**config.mk**
```make
export PLATFORM = sky130hd
export DESIGN_NAME = bias_act_flat
export DESIGN_NICKNAME = d
export VERILOG_FILES = /design/src/rtl/bias_act_pkg.sv /design/src/rtl/bias_act_if.sv /design/src/rtl/bias_act_act_unit.sv /design/src/rtl/bias_act.sv /design/src/flat_wrapper.sv
export SDC_FILE = /design/constraint.sdc
export NUM_CORES = 1
export LEC_CHECK = 0
export ABC_CLOCK_PERIOD_IN_PS = 2500
export CAP_MARGIN = 40
export CORE_MARGIN = 2
export CORE_UTILIZATION = 45
export DETAILED_ROUTE_END_ITERATION = 6
export PLACE_DENSITY = 0.74
export SYNTH_ARGS = -nofsm -noshare
export SYNTH_HDL_FRONTEND = slang
export SYNTH_SLANG_ARGS = --single-unit
```
**constraint.sdc**
```tcl
create_clock -name clk -period 2.5 [get_ports clk]
set_clock_uncertainty 0.2 [all_clocks]
set_input_delay 0.25 -clock clk [delete_from_list [all_inputs] [get_ports clk]]
set_output_delay 0.25 -clock clk [all_outputs]
set_load 0.05 [all_outputs]
```
**src/rtl/bias_act_pkg.sv**
```systemverilog
// Shared types and Q8.8 constants for the bias + activation stage.
package bias_act_pkg;

  typedef enum logic [1:0] {
    ACT_NONE  = 2'd0,
    ACT_RELU  = 2'd1,
    ACT_HSIG  = 2'd2,
    ACT_HTANH = 2'd3
  } act_e;

  localparam logic signed [15:0] Q_ONE     = 16'sh0100;
  localparam logic signed [15:0] Q_NEG_ONE = 16'shFF00;
  localparam logic signed [15:0] Q_HALF    = 16'sh0080;
  localparam logic signed [15:0] Q_ZERO    = 16'sh0000;
  localparam logic signed [15:0] Q_MAX     = 16'sh7FFF;
  localparam logic signed [15:0] Q_MIN     = 16'sh8000;

  // Controller states, kept as plain constants so older tools can read the encoding.
  localparam logic [1:0] ST_IDLE  = 2'd0;
  localparam logic [1:0] ST_RUN   = 2'd1;
  localparam logic [1:0] ST_DRAIN = 2'd2;

  // Clamp a 17-bit signed sum back into the Q8.8 range instead of wrapping.
  function automatic logic signed [15:0] sat16(input logic signed [16:0] x);
    logic signed [15:0] r;
    if (x > 17'sd32767) begin
      r = Q_MAX;
    end else if (x < -17'sd32768) begin
      r = Q_MIN;
    end else begin
      r = x[15:0];
    end
    return r;
  endfunction

endpackage

```
**src/rtl/bias_act_if.sv**
```systemverilog
// Bundle of the control handshake, the matmul/bias read ports and the destination write port.
interface bias_act_if import bias_act_pkg::*; #(
  parameter int LEN_BITS = 4
);

  logic                start;
  act_e                act_sel;
  logic [LEN_BITS-1:0] src_sel;
  logic [15:0]         src_data;
  logic [LEN_BITS-1:0] bias_sel;
  logic [15:0]         bias_data;
  logic                dst_write;
  logic [LEN_BITS-1:0] dst_sel;
  logic [15:0]         dst_data;
  logic                ready;
  logic                busy;
  logic                done;

  modport master (
    output start, act_sel, src_data, bias_data,
    input  src_sel, bias_sel, dst_write, dst_sel, dst_data, ready, busy, done
  );

  modport slave (
    input  start, act_sel, src_data, bias_data,
    output src_sel, bias_sel, dst_write, dst_sel, dst_data, ready, busy, done
  );

endinterface

```
**src/rtl/bias_act_act_unit.sv**
```systemverilog
// Combinational activation function over one signed Q8.8 value.
module act_unit import bias_act_pkg::*; (
  input  act_e               act_i,
  input  logic signed [15:0] s_i,
  output logic signed [15:0] y_o
);

  logic signed [16:0] sWide;
  logic signed [16:0] hsigSum;

  assign sWide   = {s_i[15], s_i};
  assign hsigSum = (sWide >>> 2) + 17'sd128;

  // Select the activation; hard-sigmoid works in 17 bits so the +HALF offset cannot wrap.
  always_comb begin
    y_o = s_i;
    case (act_i)
      ACT_NONE: begin
        y_o = s_i;
      end
      ACT_RELU: begin
        y_o = s_i[15] ? Q_ZERO : s_i;
      end
      ACT_HSIG: begin
        if (hsigSum < 17'sd0) begin
          y_o = Q_ZERO;
        end else if (hsigSum > 17'sd256) begin
          y_o = Q_ONE;
        end else begin
          y_o = hsigSum[15:0];
        end
      end
      ACT_HTANH: begin
        if (s_i > Q_ONE) begin
          y_o = Q_ONE;
        end else if (s_i < Q_NEG_ONE) begin
          y_o = Q_NEG_ONE;
        end else begin
          y_o = s_i;
        end
      end
      default: begin
        y_o = s_i;
      end
    endcase
  end

endmodule

```
**src/rtl/bias_act.sv**
```systemverilog
// Streams the matmul result vector, adds bias, applies the latched activation and writes out.
module bias_act import bias_act_pkg::*; #(
  parameter int LEN_BITS = 4
) (
  input logic       clk,
  input logic       rst,
  bias_act_if.slave bus
);

  localparam logic [LEN_BITS-1:0] LAST_IDX = '1;

  logic [1:0]          state_q, state_d;
  logic [LEN_BITS-1:0] idx_q, idx_d;
  act_e                act_q, act_d;

  logic                vA_q;
  logic [LEN_BITS-1:0] idxA_q;

  logic                v1_q;
  logic [LEN_BITS-1:0] idx1_q;
  logic signed [15:0]  sum1_q;

  logic                dstWrite_q;
  logic [LEN_BITS-1:0] dstSel_q;
  logic [15:0]         dstData_q;
  logic                done_q;

  logic signed [16:0]  sumWide;
  logic signed [15:0]  actY;

  assign sumWide = {bus.src_data[15], bus.src_data} + {bus.bias_data[15], bus.bias_data};

  act_unit u_act (
    .act_i (act_q),
    .s_i   (sum1_q),
    .y_o   (actY)
  );

  // Next-state logic: accept start only when idle, walk the index once, then let the pipe drain.
  always_comb begin
    state_d = state_q;
    idx_d   = idx_q;
    act_d   = act_q;
    case (state_q)
      ST_IDLE: begin
        if (bus.start) begin
          state_d = ST_RUN;
          idx_d   = '0;
          act_d   = bus.act_sel;
        end
      end
      ST_RUN: begin
        if (idx_q == LAST_IDX) begin
          state_d = ST_DRAIN;
          idx_d   = '0;
        end else begin
          idx_d = idx_q + 1'b1;
        end
      end
      ST_DRAIN: begin
        if (done_q) begin
          state_d = ST_IDLE;
        end
      end
      default: begin
        state_d = ST_IDLE;
        idx_d   = '0;
      end
    endcase
  end

  // Controller registers: state, issue index and the activation latched at start.
  always_ff @(posedge clk or posedge rst) begin
    if (rst) begin
      state_q <= ST_IDLE;
      idx_q   <= '0;
      act_q   <= ACT_NONE;
    end else begin
      state_q <= state_d;
      idx_q   <= idx_d;
      act_q   <= act_d;
    end
  end

  // Track which index the source/bias memories are presenting, one cycle behind the select.
  always_ff @(posedge clk or posedge rst) begin
    if (rst) begin
      vA_q   <= 1'b0;
      idxA_q <= '0;
    end else begin
      vA_q   <= (state_q == ST_RUN);
      idxA_q <= idx_q;
    end
  end

  // Saturating bias add on the data returned by the memories.
  always_ff @(posedge clk or posedge rst) begin
    if (rst) begin
      v1_q   <= 1'b0;
      idx1_q <= '0;
      sum1_q <= Q_ZERO;
    end else begin
      v1_q   <= vA_q;
      idx1_q <= idxA_q;
      if (vA_q) begin
        sum1_q <= sat16(sumWide);
      end
    end
  end

  // Registered destination write port; done marks the write of the final index.
  always_ff @(posedge clk or posedge rst) begin
    if (rst) begin
      dstWrite_q <= 1'b0;
      dstSel_q   <= '0;
      dstData_q  <= 16'h0000;
      done_q     <= 1'b0;
    end else begin
      dstWrite_q <= v1_q;
      done_q     <= v1_q && (idx1_q == LAST_IDX);
      if (v1_q) begin
        dstSel_q  <= idx1_q;
        dstData_q <= actY;
      end
    end
  end

  assign bus.src_sel   = idx_q;
  assign bus.bias_sel  = idx_q;
  assign bus.dst_write = dstWrite_q;
  assign bus.dst_sel   = dstSel_q;
  assign bus.dst_data  = dstData_q;
  assign bus.done      = done_q;
  assign bus.ready     = (state_q == ST_IDLE);
  assign bus.busy      = (state_q != ST_IDLE);

endmodule

```
**src/flat_wrapper.sv**
```systemverilog
// flat-port wrapper written by rule: the top's interface ports become plain ports
module bias_act_flat import bias_act_pkg::*;
#(
  parameter int LEN_BITS = 4
)
  (clk, rst, bus_start, bus_act_sel, bus_src_data, bus_bias_data, bus_src_sel, bus_bias_sel, bus_dst_write, bus_dst_sel, bus_dst_data, bus_ready, bus_busy, bus_done);
  bias_act_if #(.LEN_BITS(LEN_BITS)) bus_i ();
  input logic clk;
  input logic rst;
  input wire logic [$bits(bus_i.start)-1:0] bus_start;
  input wire logic [$bits(bus_i.act_sel)-1:0] bus_act_sel;
  input wire logic [$bits(bus_i.src_data)-1:0] bus_src_data;
  input wire logic [$bits(bus_i.bias_data)-1:0] bus_bias_data;
  output wire logic [$bits(bus_i.src_sel)-1:0] bus_src_sel;
  output wire logic [$bits(bus_i.bias_sel)-1:0] bus_bias_sel;
  output wire logic [$bits(bus_i.dst_write)-1:0] bus_dst_write;
  output wire logic [$bits(bus_i.dst_sel)-1:0] bus_dst_sel;
  output wire logic [$bits(bus_i.dst_data)-1:0] bus_dst_data;
  output wire logic [$bits(bus_i.ready)-1:0] bus_ready;
  output wire logic [$bits(bus_i.busy)-1:0] bus_busy;
  output wire logic [$bits(bus_i.done)-1:0] bus_done;
  assign bus_i.start = bus_start;
  assign bus_i.act_sel = bus_act_sel;
  assign bus_i.src_data = bus_src_data;
  assign bus_i.bias_data = bus_bias_data;
  assign bus_src_sel = bus_i.src_sel;
  assign bus_bias_sel = bus_i.bias_sel;
  assign bus_dst_write = bus_i.dst_write;
  assign bus_dst_sel = bus_i.dst_sel;
  assign bus_dst_data = bus_i.dst_data;
  assign bus_ready = bus_i.ready;
  assign bus_busy = bus_i.busy;
  assign bus_done = bus_i.done;
  bias_act #(.LEN_BITS(LEN_BITS)) u_core (.clk(clk), .rst(rst), .bus(bus_i));
endmodule
```
== Word-level counts from Yosys, hierarchy flattened ==
Cells that the tools add are included.
Word-level totals
  memories: 0
  word-level logic and storage cells: 54
  latch bits: 0
  input bits: 37
  register bits after elaboration: 56
  bits in read-only memories: 0
  bits in writable memories: 0
Cells by class
  equal/unequal tests: 10
  muxes and demuxes: 15
  shift-type cells: 0
  $mul: 0
  div/mod/pow operators: 0
  reductions and logical operators: 7
  magnitude comparators: 6
  add/subtract/negate cells: 3
  bitwise operators: 1
Operator list (count)
  $mux 16: 6
  $pmux 16 s4: 1
  $add 16x16->17: 1
  $gt 17x16->1 const B: 1
  $lt 17x16->1 const B: 1
  $gt 16x10->1 const B: 1
  $lt 16x9->1 const B: 1
  $add 14x9->15 const B: 1
  $gt 15x10->1 const B: 1
  $lt 15x1->1 const B: 1
  $mux 15: 1
  $pmux 4 s3: 1
  $eq 4x4->1 const B: 2
  $mux 4: 2
  $eq 2x2->1 const B: 3
  $mux 2: 3
  $pmux 2 s3: 1
  $add 4x1->4 const B: 1
  $eq 2x1->1 const B: 2
  $logic_not 2->1: 2
  $ne 2x1->1 const B: 2
  $reduce_and 2->1: 2
  $reduce_and 3->1: 1
  $ne 2x2->1 const B: 1
  3 further kinds: 3

== Logic depth before layout (Yosys ltp) ==
  word-level depth: 5
  gate-level depth with buffers: 11
  mapped depth without buffers: 10

== Cells and area by module ==
A second synthesis with hierarchy kept.
Unflattened totals
  cells, all modules: 351
  area, all modules: 3457.1 sq um
By module, submodules not included
  bias_act: cells each 276, times used 1, area each 2987.9 sq um
  act_unit: cells each 75, times used 1, area each 469.2 sq um

== Worst setup path after synthesis ==
Ideal clock, no wire load.
  path type: input port to flip-flop
  from: input port bus_bias_data[0]
  to: register u_core.sum1_q[10]
  path slack: -6 ps
  buffers on the path: 1
  data required time: 2217 ps
  arrival time: 2223 ps
  stages: 11
  cell sequence: ha_1 -> inv_1 -> fa_1 -> nor2b_1 -> o31ai_1 -> a2bb2oi_1 -> a41oi_1 -> nor2_1 -> buf_2 -> a21oi_1 -> o22ai_1
On the way
  word-level cells in the longest chain between the ends: 4
  elaborated cells on any way between the ends: 5
  those cells by class: add/sub (1); order compare (2); mux (2)
Ends and longest elaborated chain
  from (decl): line flat_wrapper.sv:13  | input wire logic [$bits(bus_i.bias_data)-1:0] bus_bias_data;
  $add 16x16->17 (*): line bias_act.sv:31  | assign sumWide = {bus.src_data[15], bus.src_data} + {bus.bias_data[15], bus.bias_data};
  $lt 17x16->1: line bias_act_pkg.sv:28  | end else if (x < -17'sd32768) begin
  $mux 16: line bias_act_pkg.sv:28
  $mux 16 (*): line bias_act_pkg.sv:26  | if (x > 17'sd32767) begin
  to (signal assigned): line bias_act.sv:106  | sum1_q <= sat16(sumWide);
  to (decl): line bias_act.sv:21  | logic signed [15:0] sum1_q;
Mark *: on every way between the ends. The rest lies on a longest branch, timed or not.
A chain may end at the register's enable or synchronous reset.

== Final worst setup path ==
  from: register u_core.sum1_q[13]
  to: register u_core.dstData_q[13] (netlist: u_core.bus.dst_data[13])
On the way
  word-level cells in the longest chain between the ends: 5
  elaborated cells on any way between the ends: 11
  those cells by class: add/sub (1); order compare (4); mux (6)
Ends and longest elaborated chain
  $add 14x9->15: line bias_act_act_unit.sv:12  | assign hsigSum = (sWide >>> 2) + 17'sd128;
  $gt 15x10->1: line bias_act_act_unit.sv:27  | end else if (hsigSum > 17'sd256) begin
  $mux 16: line bias_act_act_unit.sv:27
  $mux 16: line bias_act_act_unit.sv:25  | if (hsigSum < 17'sd0) begin
  $pmux 16 s4 (*): line bias_act_act_unit.sv:17  | case (act_i)
  to (signal assigned): line bias_act.sv:123  | dstData_q <= actY;
  to (decl): line bias_act.sv:25  | logic [15:0] dstData_q;
Marked as above.

==> metrics <==
syn_nets=411; Cell variety after synth=54; CP Class=reg2reg; Max VDD drop=0.373 mV; GRT Total Usage=18.2%; reg2reg path depth=8; Final HPWL DP=5670 um; Area Growth Syn to Fin=52.4%; row count=31; Tightest Pin Transition=0.551 ns; height of the die=89.6 um; RR Endpoint=u_core.bus.dst_data[13]$_DFFE_PP0P_; Reg power frac=28.3%; switching part of the total=45.8%; # setup viols final=0; # hold bufs at CTS=0; max-slew violation count=0; hold crit path type=in2async; CTS Buf Count=5; # clock sinks=56; die area=8040 um^2; # IOs=69; fmax=408 MHz; crit path time final=2.45 ns; fin nets=541; switching power=0.00257 W; FF-to-FF Start=u_core.sum1_q[13]$_DFFE_PP0P_; total power=0.00561 W; Longest Clk Path Bufs=2; reg-to-reg slack, setup=0.05 ns; unrepaired setup endpoints after global routing=true; combinational power share=61.1%; gpl congestion=0.933; share of cells above drive strength 1=28.7%; drt pass-1 iters=4; GR Overflow Total=0; Power per Cell Area=1120 nW/um^2; Min Hold Slack=0.106 ns; Post-synth EDFFs=0; H-tree depth=2; global-route wire length before repair=11,900 um; Async SR Flop Fraction=100%; DIE WIDTH=89.6 um; fin area=5030 um^2; Remaining DRCs=0; initial DRC count=159; worst endpoint required time=2.53 ns; run status=finished, final reports clean; Ys Warns=0; Slew Limit Headroom=63.2%; Initial Util=46.0%; Worst Setup SP=u_core.sum1_q[13]$_DFFE_PP0P_; DR vias=3,078; Core Footprint=7180 um^2; Worst Path Max Fanout=6; Worst setup EP type=register; CTS tree=built; wire length per cell=13.7 um; Worst Setup EP=u_core.bus.dst_data[13]$_DFFE_PP0P_; number of fill cells=526; Max Cap Viol=0; Syn Std Cell Area=3300 um^2; Clk pin slew, worst setup/hold paths=0.10 ns; Final Hold Viols=0; Post-DP Area=4490 um^2; largest net degree at the start of global routing=33; top_reg_cell synth=dfrtp_1; Internal=0.00304 W; post-synthesis instance total=354; ANT nets after route=0; final worst-path cycle share=98.0%; CP arrival=2.48 ns; FF+latch count, synth=56; final WL=7980 um; initial antenna violation count=0; mean post-synth cell area=9.32 um^2; Clock Latency Late Sink=0.30 ns; vias in the first global route=2,697; Clock power frac=10.6%; startpoint types=register; P_leak=2.32 nW; Vias per Instance=5.27; Buffers on Ports=68; Root Buffer=clkbuf_8; Seq/Total Area, Yosys=42.5%; ANT cells=0
==> timing repair <==
item	CTS	global route
endpoints found under the setup margin	16	25
pin swaps	4	28
gates resized for setup	9	60
buffers inserted	1	10
gates cloned	0	2
==> worst max-delay path, cell delays in order (launching register included) <==
cell and delay, ns:
dfrtp_1 0.40, buf_4 0.16, or4_4 0.48, or3_4 0.41, o21ai_4 0.15, and2_4 0.17
mux2i_2 0.10, o21bai_1 0.17, mux2i_1 0.14
==> how the worst min path moves through the flow <==
| stage | start | endpoint |
|---|---|---|
| CTS | rst | u_core.bus.dst_sel[3]$_DFFE_PP0P_ |
| finish | rst | u_core.bus.dst_sel[3]$_DFFE_PP0P_ |
| detailed placement | u_core.idxA_q[2]$_DFF_PP0_ | u_core.idx1_q[2]$_DFF_PP0_ |
| global placement | u_core.idxA_q[2]$_DFF_PP0_ | u_core.idx1_q[2]$_DFF_PP0_ |
| global route | rst | u_core.bus.dst_sel[3]$_DFFE_PP0P_ |
| floorplan | u_core.idxA_q[0]$_DFF_PP0_ | u_core.idx1_q[0]$_DFF_PP0_ |
==> logic make-up (layout without fill, tap and decap cells) <==
logic type | Yosys count | after routing | share of synthesized area, %
AO/OA/AOI/OAI | 123 | 123 | 23.5
XOR/XNOR | 15 | 15 | 3.98
adder cells (fa/ha/maj) | 20 | 20 | 7.81
buffers and inverters | 45 | 175 | 5.91
flip-flops | 56 | 56 | 42.5
multiplexers | 14 | 14 | 4.70
AND/OR/NAND/NOR | 81 | 82 | 11.7
==> cell usage after synthesis, types with 2 or more instances <==
master     count  area (um^2)
a41oi_1        2         17.5
and3_1         2         12.5
nand2_1       15         56.3
nor3_1         5         25.0
o21bai_1       4         30.0
o21ai_1        6         30.0
nor2b_1        4         25.0
buf_4          4         30.0
nand4_1        2         12.5
a221oi_1       2         17.5
and4_1         2         17.5
o22ai_1       14         87.6
a211oi_1       3         22.5
a22o_1         3         26.3
a31oi_1        6         37.5
nor2_1        36          135
dfrtp_1       56         1400
buf_2          3         15.0
o21ai_0        8         40.0
mux2i_1        4         40.0
mux2_2         9          101
o31ai_1        2         15.0
a2bb2oi_1      3         26.3
a21o_1         7         52.6
o21a_1         2         15.0
nand2b_1       2         12.5
a21oi_1       49          245
nand3_1        6         30.0
o211ai_1       3         22.5
ha_1          19          238
clkbuf_1       9         33.8
xnor2_1       10         87.6
xor2_1         5         43.8
inv_1         27          101
==> layout by cell type, fill, tap and decap left out, types with 5 or more instances in the layout <==
cell type	count
ha_1	13
a21o_1	7
a21oi_1	44
dfrtp_1	56
clkdlybuf4s50_1	57
nand2_1	10
clkbuf_8	5
buf_6	6
o22ai_2	6
o22ai_1	8
inv_1	24
nor3_1	5
mux2_2	9
nand3_1	6
xnor2_1	10
ha_4	5
o21ai_1	8
o21ai_0	6
dlymetal6s2s_1	11
buf_4	62
a31oi_1	6
nor2_1	33
==> sequential cells by signal (all words and copies together), names as in the netlist <==
register and flops:
u_core.act_q 2, u_core.bus.bias_sel 4, u_core.bus.done 1, u_core.bus.dst_data 16
u_core.bus.dst_sel 4, u_core.bus.dst_write 1, u_core.idx1_q 4, u_core.idxA_q 4
u_core.state_q 2, u_core.sum1_q 16, u_core.v1_q 1, u_core.vA_q 1
==> metal layers <==
metal / vias up / wire, um / track usage [%]
met5: - / 0 / 0
met4: 0 / 113 / 3.66
met3: 11 / 244 / 2.47
met2: 73 / 4110 / 30.8
met1: 1463 / 3520 / 25.1
li1: 1531 / - / -
==> power groups by stage <==
| stage | Clock [W] | Sequential (W) | Combinational [W] |
|---|---|---|---|
| 3_3_place_gp | 0 | 0.00158 | 0.00306 |
| 6_report | 0.000595 | 0.00159 | 0.00343 |
| 2_1_floorplan | 0 | 0.00212 | 0.00159 |
| 5_1_grt | 0.000637 | 0.00164 | 0.00370 |
| 4_1_cts | 0.000603 | 0.00158 | 0.00315 |
| 3_5_place_dp | 0 | 0.00160 | 0.00312 |
==> area by class of cell <==
| cell class | instances | area, um^2 | area share (%) |
|---|---|---|---|
| sequential | 56 | 1400 | 27.9 |
| clock buffer | 5 | 68.8 | 1.37 |
| inverter | 28 | 105 | 2.09 |
| multi-input combinational | 254 | 1980 | 39.3 |
| timing repair buffer | 139 | 1310 | 26.0 |
| tap | 99 | 124 | 2.46 |
| clock inverter | 3 | 46.3 | 0.920 |
==> stage by stage <==
step	TNS [ns]	std cells	util (%)	setup WS [ns]
after detailed placement	-6.99	563	62.5	-0.513
final	0	584	70.1	0.0496
after floorplan	0	354	-	0.00266
after global routing	-0.157	584	70.1	-0.0491
after CTS	0	572	64.7	0.00407
after global placement	-10.54	562	62.4	-0.727
Note: power is estimated with default switching activity, not from simulation.
